**src/rtl/aging_priority_arbiter.sv**
```systemverilog
// N-way request arbiter feeding one registered issue slot.
// Critical or aged requests take precedence; ties resolve round-robin from the last grant.
module aging_priority_arbiter #(
  parameter int unsigned NUM_REQUESTS                 = 3,
  parameter int unsigned SINGLE_REQUEST_WIDTH_IN_BITS = 64,
  parameter int unsigned AGE_COUNTER_WIDTH            = 4,
  parameter int unsigned AGE_THRESHOLD                = 8,
  localparam int unsigned INDEX_WIDTH                 = $clog2(NUM_REQUESTS)
) (
  input  logic                                                  clk_in,
  input  logic                                                  reset_in,
  input  logic [NUM_REQUESTS*SINGLE_REQUEST_WIDTH_IN_BITS-1:0]  request_packed_in,
  input  logic [NUM_REQUESTS-1:0]                               request_valid_packed_in,
  input  logic [NUM_REQUESTS-1:0]                               request_critical_packed_in,
  output logic [NUM_REQUESTS-1:0]                               issue_ack_out,
  output logic [SINGLE_REQUEST_WIDTH_IN_BITS-1:0]               request_out,
  output logic                                                  request_valid_out,
  output logic [INDEX_WIDTH-1:0]                                grant_index_out,
  input  logic                                                  issue_ack_in
);

  localparam int unsigned N  = NUM_REQUESTS;
  localparam int unsigned W  = SINGLE_REQUEST_WIDTH_IN_BITS;
  localparam int unsigned AW = AGE_COUNTER_WIDTH;
  localparam int unsigned IW = INDEX_WIDTH;
  localparam logic [AW-1:0] AGE_MAX = '1;

  logic [W-1:0]  payload [N];
  logic [AW-1:0] age_q   [N];
  logic [IW-1:0] ptr_q;
  logic [N-1:0]  urgent;
  logic [N-1:0]  candidates;
  logic [N-1:0]  pick_onehot;
  logic [IW-1:0] pick;
  logic          found;
  logic          load;
  int unsigned   idx;

  for (genvar g = 0; g < N; g++) begin : g_payload
    assign payload[g] = request_packed_in[g*W +: W];
  end

  // Aged urgency is indistinguishable from critical urgency.
  always_comb begin
    urgent = '0;
    for (int unsigned i = 0; i < N; i++) begin
      urgent[i] = request_valid_packed_in[i] &
                  (request_critical_packed_in[i] |
                   ((AGE_THRESHOLD != 0) && (32'(age_q[i]) >= AGE_THRESHOLD)));
    end
    candidates = (|urgent) ? urgent : request_valid_packed_in;
  end

  // Walk from the farthest offset down so the nearest candidate after ptr_q wins.
  always_comb begin
    found       = 1'b0;
    pick        = '0;
    idx         = 0;
    pick_onehot = '0;
    for (int unsigned k = N; k >= 1; k--) begin
      idx = 32'(ptr_q) + k;
      if (idx >= N) idx = idx - N;
      if (candidates[idx]) begin
        found = 1'b1;
        pick  = IW'(idx);
      end
    end
    if (found) pick_onehot = N'(1) << pick;
  end

  assign load          = ~request_valid_out | issue_ack_in;
  assign issue_ack_out = (load && !reset_in) ? pick_onehot : '0;

  always_ff @(posedge clk_in or posedge reset_in) begin
    if (reset_in) begin
      request_out       <= '0;
      request_valid_out <= 1'b0;
      grant_index_out   <= '0;
      ptr_q             <= IW'(N - 1);
    end else if (load) begin
      if (found) begin
        request_out       <= payload[pick];
        request_valid_out <= 1'b1;
        grant_index_out   <= pick;
        ptr_q             <= pick;
      end else begin
        request_valid_out <= 1'b0;
      end
    end
  end

  // A channel loses its accumulated age when it drops valid or is granted.
  always_ff @(posedge clk_in or posedge reset_in) begin
    if (reset_in) begin
      for (int unsigned i = 0; i < N; i++) age_q[i] <= '0;
    end else begin
      for (int unsigned i = 0; i < N; i++) begin
        if (!request_valid_packed_in[i] || issue_ack_out[i]) age_q[i] <= '0;
        else if (age_q[i] != AGE_MAX) age_q[i] <= age_q[i] + AW'(1);
      end
    end
  end

endmodule

```
**config.mk**
```make
export PLATFORM = sky130hd
export DESIGN_NAME = aging_priority_arbiter
export DESIGN_NICKNAME = d
export VERILOG_FILES = /design/src/rtl/aging_priority_arbiter.sv
export SDC_FILE = /design/constraint.sdc
export NUM_CORES = 1
export LEC_CHECK = 0
export CORE_UTILIZATION = 43
export CTS_CLUSTER_SIZE = 14
export DETAILED_ROUTE_END_ITERATION = 10
export HOLD_SLACK_MARGIN = 0.12
export PLACE_DENSITY = 0.88
export SYNTH_ARGS = -nofsm -noshare
export SYNTH_HDL_FRONTEND = slang
export SYNTH_SLANG_ARGS = --single-unit
```
**constraint.sdc**
```tcl
create_clock -name clk_in -period 4.8 [get_ports clk_in]
set_clock_uncertainty 0.15 [all_clocks]
set_input_delay 0.96 -clock clk_in [delete_from_list [all_inputs] [get_ports clk_in]]
set_output_delay 0.96 -clock clk_in [all_outputs]
set_load 0.005 [all_outputs]
```
## Yosys cells after proc, flatten, opt, wreduce, memory -nomap -nowiden

Cells that the tools add are included.

- Register bits after elaboration: 81
- Bits in latches: 0
- Bits in writable memories: 0
- Bits in read-only memories: 0
- Output and inout bits: 70
- Memories kept: 0

- $add $sub $neg: 9
- $mul: 0
- Divide/modulo/power cells: 0
- Order comparisons: 10
- Equality and inequality tests: 3
- Shift-type cells: 1
- Muxes and demuxes: 28
- Bitwise operators: 9
- Reduce and logical (&&, ||, !) cells: 13

Operators with widths:

| cell | count |
|---|---|
| $bmux 64 s2 | 1 |
| $mux 64 | 2 |
| $lt 32x3->1 const B | 3 |
| $mux 32 | 3 |
| $mux 4 | 6 |
| $add 4x1->4 const B | 3 |
| $ge 4x4->1 const B | 3 |
| $ne 4x4->1 const B | 3 |
| $sub 3x2->4 const B | 3 |
| $ge 3x2->1 const B | 3 |
| $mux 3 | 3 |
| $mux 1 | 7 |
| $add 2x2->3 const B | 2 |
| $bmux 1 s2 | 3 |
| $mux 2 | 3 |
| $reduce_bool 2->1 | 3 |
| $logic_not 1->1 | 4 |
| $or 1x1->1 | 4 |
| $add 2x1->3 const B | 1 |
| $and 1x1->1 | 3 |
| $ge 3x3->1 const B | 1 |
| $logic_or 1x1->1 | 3 |
| $not 2->3 | 1 |
| $reduce_or 3->1 | 1 |
| other kinds (4) | 4 |

## Longest topological paths before layout

Gate-level depths: netlist of run 1.

- Depth after elaboration: 15
- Depth in mapped cells: 10
- Mapped depth without buffers: 8

## Worst setup path before layout of run 1

OpenSTA, ideal clock, no wires.

- Path type: input port to output port
- From: input request_critical_packed_in[2]
- To: output issue_ack_out[0]
- Arrival: 2.371 ns
- Data required time: 3.690 ns
- Setup slack: 1.319 ns
- Stages on the path: 7
- Buffers on the path: 2
- Cell sequence: o21ai_1 -> a21boi_0 -> o221a_2 -> and2_2 -> buf_6 -> buf_4 -> nor4_1

- Word-level cells in the longest chain between the ends: 12
- Elaborated cells on any way between the ends: 19
- Those cells by class: shift (1); mux (15); bitwise (2); reduce/logical (1)

Ends and longest elaborated chain:

| element | RTL line | RTL |
|---|---|---|
| start: declaration | 14 | `input logic [NUM_REQUESTS-1:0] request_critical_packed_in,` |
| $or 1x1->1 (*) | 48 | `(request_critical_packed_in[i] \|` |
| $and 1x1->1 (*) | 47 | `urgent[i] = request_valid_packed_in[i] &` |
| $reduce_or 3->1 | 51 | `candidates = (\|urgent) ? urgent : request_valid_packed_in;` |
| $mux 3 (*) | 51 |  |
| $bmux 1 s2 | 63 | `if (candidates[idx]) begin` |
| $mux 1 (not written as such) | 63 |  |
| $mux 2 (3 in series) | 63 |  |
| $shl 1x2->3 | 68 | `if (found) pick_onehot = N'(1) << pick;` |
| $mux 3 (*) | 68 |  |
| $mux 3 (*) | 72 | `assign issue_ack_out = (load && !reset_in) ? pick_onehot : '0;` |
| end: declaration | 15 | `output logic [NUM_REQUESTS-1:0] issue_ack_out,` |

Every way passes the cells marked *; elsewhere a longest branch is shown, timed or not. The select of a mux whose other input is x is not followed.

## Final worst setup path of run 1

- From: input request_valid_packed_in[0]
- To: output issue_ack_out[0]

- Word-level cells in the longest chain between the ends: 11
- Elaborated cells on any way between the ends: 18
- Those cells by class: shift (1); mux (15); bitwise (1); reduce/logical (1)

Ends and longest elaborated chain:

| element | RTL line | RTL |
|---|---|---|
| start: declaration | 13 | `input logic [NUM_REQUESTS-1:0] request_valid_packed_in,` |
| $and 1x1->1 | 47 |  |
| $reduce_or 3->1 | 51 |  |
| $mux 3 (*) | 51 |  |
| $bmux 1 s2 | 63 |  |
| $mux 1 (not written as such) | 63 |  |
| $mux 2 (3 in series) | 63 |  |
| $shl 1x2->3 | 68 |  |
| $mux 3 (*) | 68 |  |
| $mux 3 (*) | 72 |  |

Marks and branches as above.

==> impl_metrics.toml, run 1 <==
[clock_tree]
cts_tree = "done"
htreeDepth = 3
cts.repair.resized = 0
clk_latency_ps = 330
holdBufCountCts = 0
cts_sinks = 80
clk_pin_slew_ps = 60
clk_path_buf_depth = 2
post_cts_buffers = 0
numCtsBuffers = 9
cts_root_buf = "clkbuf_16"

[sta]
max_freq_mhz = 219
setup_violations = 0
finalMaxSlewViolations = 0
fin_crit_ps = 4570
worstMarginPinSlew_ps = 1100
grt_setup_unrepaired = "false"
period_share_pct = 95.3
hold_viol_final = 0
setup_tns_ps = 0
setup_ws_ps = 225
slew_headroom_pct = 26.4
holdWs_ps = 327

[critical_path]
crit_path_top_delay_cell = "clkdlybuf4s50_1"
crit_path_max_fanout = 6
worstPathArrival_ps = 3460
start_kind = "input pin"
crit_required_ps = 3690
rr_worst_depth = 9
crit_path_end_kind = "output pin"
rrSetupSlack_ps = 1080
path_cells = "clkdlybuf4s50_1 -> o21ai_1 -> a31oi_1 -> o21ai_0 -> and2_2 -> nor4_1 -> clkdlybuf4s50_1"
crit_top_cell = "clkdlybuf4s50_1"
cpPeakStageDelay_ps = 600
crit_type = "in2out"

[synth]
synth_top_cell_area_share_pct = 40.2
yosys-top-cells-area = "dfrtp_1 40%, o21a_1 10%, o31ai_1 10%"
synthSimpleGateAreaFrac_pct = 15.6
synth_top_family_by_area = "compound AO/OA/AOI/OAI gates"
synth_area_mm2 = 0.00492
async_flop_share_pct = 100
synth-xor-area-share_pct = 0.534
yosysSeqAreaShare_pct = 40.7
synth_cell_types = 38
synth_area_per_cell_um2 = 8.75
ys_seq_elements = 80
synth_warnings = 0
synth_common_cells = "81 x nor2_1, 79 x dfrtp_1, 78 x nand2_1, 66 x o21a_1, 66 x o31ai_1"
synthMuxAreaShare_pct = 0.814
synth_edf_count = 0
syn_inst = 562
synth_nets = 772
synth_flop_cell = "dfrtp_1"
synth_compound_area_share_pct = 33.5
synthAdderAreaFrac_pct = 2.29
yosysMostFrequentCell = "nor2_1"
yosysTopAreaCell = "dfrtp_1"

[detailed_routing]
wl_per_cell_um = 17.8
firstDrtPassIters = 6
dr.first_iter.drc_count = 456
detail-route-antenna-nets = 0
wirelength_um = 16800
via_per_inst = 5.64
num_vias = 5337
drcViolationCount = 0

[place]
gp_congestion = 0.945
dpl.cell_count = 931
io_buffers = 270
hpwl_um = 12000
place_ws_ps = 298

[global_route]
overflow = 0
grt_pass1_vias = 5446
track_usage_pct = 28.7
antenna_found_initial = 0
grt_pass1_wl_um = 26100
grt_max_degree = 116

[job]
cap_violations = 0

[cells_and_area]
antennaDiodeCount = 0
syn2layout_area_growth_pct = 61.3
nets = 1012
final_cells = 947
drive_above_1_share_pct = 4.71

[pwr]
p_leak_nw = 3.16
power_density_mw_per_mm2 = 561
peakVddDrop_mv = 0.399

[floorplan]
dieHeight_um = 109
dieArea_mm2 = 0.0119
core_mm2 = 0.0110
start_util_pct = 44.8
rows = 38
chipWidth_um = 109
pin_count = 271

[worst_hold_path]
min_path_cells = 2
hold_class = "reg2reg"

[run_status]
status = "complete, no violations"
-- worst paths after layout --
path	end	startpoint
worst max-delay path	issue_ack_out[0]	request_valid_packed_in[0]
worst min-delay path	request_out[61]	request_out[61]
worst max register to register	age_q[6]	ptr_q[1]
worst min register to register	request_out[61]	request_out[61]
max in group asynchronous	request_out[26]	reset_in
min in group asynchronous	age_q[2]	reset_in
-- placed cells by master (no fill, tap or decap), types with 2 or more instances in the layout --
cell	instances
clkdlybuf4s50_1	270
nor2_1	80
dfrtp_1	79
nand2_1	77
o21a_1	66
o31ai_1	66
a211oi_1	65
buf_4	10
inv_1	9
ha_1	9
clkbuf_16	9
nand3_1	7
nor3_1	7
o21ai_1	6
mux2i_1	4
clkbuf_8	4
nand2b_1	3
a31oi_1	3
xnor2_1	3
or2_2	2
a21oi_1	2
nor4_1	2
clkinv_2	2
nor3b_1	2
-- layout make-up --
| type | count | area (um^2) |
|---|---|---|
| Clock buffer | 14 | 284 |
| Sequential cell | 80 | 2000 |
| Multi-Input combinational cell | 421 | 2620 |
| Inverter | 10 | 38.8 |
| Tap cell | 140 | 175 |
| Clock inverter | 2 | 35.0 |
| Timing Repair Buffer | 280 | 2780 |
| Fill cell | 821 | 3050 |
-- state kept, by name (all words and copies together) (netlist names) --
signal / flops
age_q: 12
grant_index_out: 2
ptr_q: 1
request_out: 64
request_valid_out: 1
-- critical path, delay by kind of cell --
family / cells / cell delay [ps]
and+or+nand+nor: 2 / 510
AOI/OAI and AO/OA: 3 / 830
buffers and inverters: 2 / 1160
-- stage by stage --
step                area [um^2]  util, %  power (mW)
global route               7930     72.2        4.78
finish                     7930     72.2        4.45
detailed placement         7610     69.3        3.75
CTS                        7930     72.2        4.48
global placement           7610     69.3        3.64
floorplan                  4920        -        2.68
-- per-layer routing --
layer,GRT usage (%),vias up,wire length (um)
met5,0,-,0
met4,15.7,0,635
met3,7.17,46,1350
met2,52.1,245,8540
met1,30.0,2533,6310
li1,-,2513,-
-- cells by family (layout without fill, tap and decap cells) --
group	Yosys count	after routing
compound gates	217	217
xor+xnor	3	3
fa+ha+maj	9	9
buf+inv	61	306
flops	80	80
mux	4	4
simple gates	188	188
-- report_power, final --
group          internal [mW]  leakage [nW]  switching [mW]  total (mW)
combinational           1.21          2.02            1.34        2.55
sequential             0.997         0.985           0.183        1.18
clock                  0.459         0.159           0.259       0.718
total                   2.67          3.16            1.79        4.45
Note: power is estimated with default switching activity, not from simulation.
==> inputs of run 2 (changes only) <==
--- a/config.mk
+++ b/config.mk
@@ -10,6 +10,7 @@
 export DETAILED_ROUTE_END_ITERATION = 10
 export HOLD_SLACK_MARGIN = 0.12
 export PLACE_DENSITY = 0.88
+export SLEW_MARGIN = 20
 export SYNTH_ARGS = -nofsm -noshare
 export SYNTH_HDL_FRONTEND = slang
 export SYNTH_SLANG_ARGS = --single-unit
==> impl_metrics.toml, run 2 (synthesis results as in run 1) <==
[run_status]
status = "complete, no violations"

[clock_tree]
cts_tree = "done"
clk_path_buf_depth = 2
holdBufCountCts = 0
clk_latency_ps = 330
htreeDepth = 3
clk_pin_slew_ps = 60
cts_root_buf = "clkbuf_16"
numCtsBuffers = 9
post_cts_buffers = 0
cts.repair.resized = 0
cts_sinks = 80

[sta]
finalMaxSlewViolations = 0
slew_headroom_pct = 49.3
setup_ws_ps = 215
worstMarginPinSlew_ps = 761
setup_violations = 0
max_freq_mhz = 218
hold_viol_final = 0
period_share_pct = 95.5
setup_tns_ps = 0
grt_setup_unrepaired = "false"
fin_crit_ps = 4590

[critical_path]
cp-endpoint = "issue_ack_out[0]"
crit_type = "in2out"
cpPeakStageDelay_ps = 600
path_depth = 7
cp_top_family = "buffers and inverters"
crit_required_ps = 3690
rrSetupSlack_ps = 1530
crit_top_cell = "clkdlybuf4s50_1"
reg2reg_to = "request_out[39]"
reg2reg_from = "ptr_q[1]"
rr_worst_depth = 10
worstSetupStartpoint = "request_valid_packed_in[0]"
crit_path_end_kind = "output pin"
worstPathArrival_ps = 3480
start_kind = "input pin"
critPathBufInv = 2
crit_path_top_delay_cell = "clkdlybuf4s50_1"
crit_path_max_fanout = 6
path_cells = "clkdlybuf4s50_1 -> o21ai_1 -> a31oi_1 -> o21ai_0 -> and2_2 -> nor4_1 -> clkdlybuf4s50_1"

[cells_and_area]
top_regs = "request_out (64), age_q (12), grant_index_out (2)"
final_util_pct = 72.5
final_common_cell = "clkdlybuf4s50_1"
num-fill-cells = 820
largest_reg_flops = 64
multi_input_area_mm2 = 0.00262
stdcell_area_mm2 = 0.00796
drive_above_1_share_pct = 4.83
syn2layout_area_growth_pct = 61.9
mostFrequentLayoutCells = "270 x clkdlybuf4s50_1, 80 x nor2_1, 79 x dfrtp_1"
antennaDiodeCount = 0
nets = 1013
regMostFlops = "request_out"
seqCellArea_mm2 = 0.00200

[pwr]
power_density_mw_per_mm2 = 563
power_mw = 4.48
peakVddDrop_mv = 0.400
p_leak_nw = 3.18

[floorplan]
dieArea_mm2 = 0.0119
core_mm2 = 0.0110
start_util_pct = 44.8
pin_count = 271
dieHeight_um = 109
rows = 38
chipWidth_um = 109

[global_route]
antenna_found_initial = 0
grt_pass1_vias = 5446
track_usage_pct = 28.7
overflow = 0
grt_pass1_wl_um = 26100
grt_max_degree = 116

[job]
cap_violations = 0

[place]
place_ws_ps = 298
place_area_mm2 = 0.00761
io_buffers = 270
gp_congestion = 0.945
hpwl_um = 12000

[detailed_routing]
firstDrtPassIters = 6
via_per_inst = 5.61
detail-route-antenna-nets = 0
wirelength_um = 16800
dr.first_iter.drc_count = 391
drcViolationCount = 0
wl_per_cell_um = 17.7
num_vias = 5316

[worst_hold_path]
hold_class = "reg2reg"
-- run 2: changes by cell type in the layout (fill, tap and decap cells not counted), sizes merged --
| cell | previous run | this run |
|---|---|---|
| buf | 10 | 11 |
-- run 2: final cells by class --
class,count,share of cell area (%)
Tap cell,140,2.20
Timing Repair Buffer,281,35.2
Inverter,10,0.487
Clock inverter,2,0.440
Multi-Input combinational cell,421,32.9
Clock buffer,14,3.57
Sequential cell,80,25.2
-- run 2: layer usage --
metal / part of all wire [%] / GRT usage (%) / vias to the layer above
li1: - / - / 2518
met1: 37 / 30.0 / 2512
met2: 51 / 52.1 / 240
met3: 7.5 / 7.17 / 46
met4: 3.8 / 15.7 / 0
met5: 0 / 0 / -
-- run 2: worst min path at each step --
stage          cells after the start       startpoint         endpoint
5_1_grt                            2   request_out[4]   request_out[4]
2_1_floorplan                      2         ptr_q[1]         ptr_q[1]
3_5_place_dp                       2  request_out[61]  request_out[61]
4_1_cts                            2  request_out[41]  request_out[41]
3_3_place_gp                       2  request_out[36]  request_out[36]
6_report                           2  request_out[61]  request_out[61]
-- run 2: where the power goes --
| group | internal, mW | switching, mW |
|---|---|---|
| clock network | 0.459 | 0.260 |
| registers | 0.996 | 0.183 |
| logic | 1.23 | 1.35 |
-- run 2: stage by stage --
step	std cells	hold slack, ps
after global placement	931	311
after global routing	948	359
after CTS	947	332
final	948	327
after floorplan	562	305
after detailed placement	931	319
-- run 2: tightest hold or removal path, delay by kind of cell, from the launching register on --
kind / cells / cell delay [ps]
DFF: 1 / 340
AOI/OAI and AO/OA: 1 / 50
and+or+nand+nor: 1 / 50
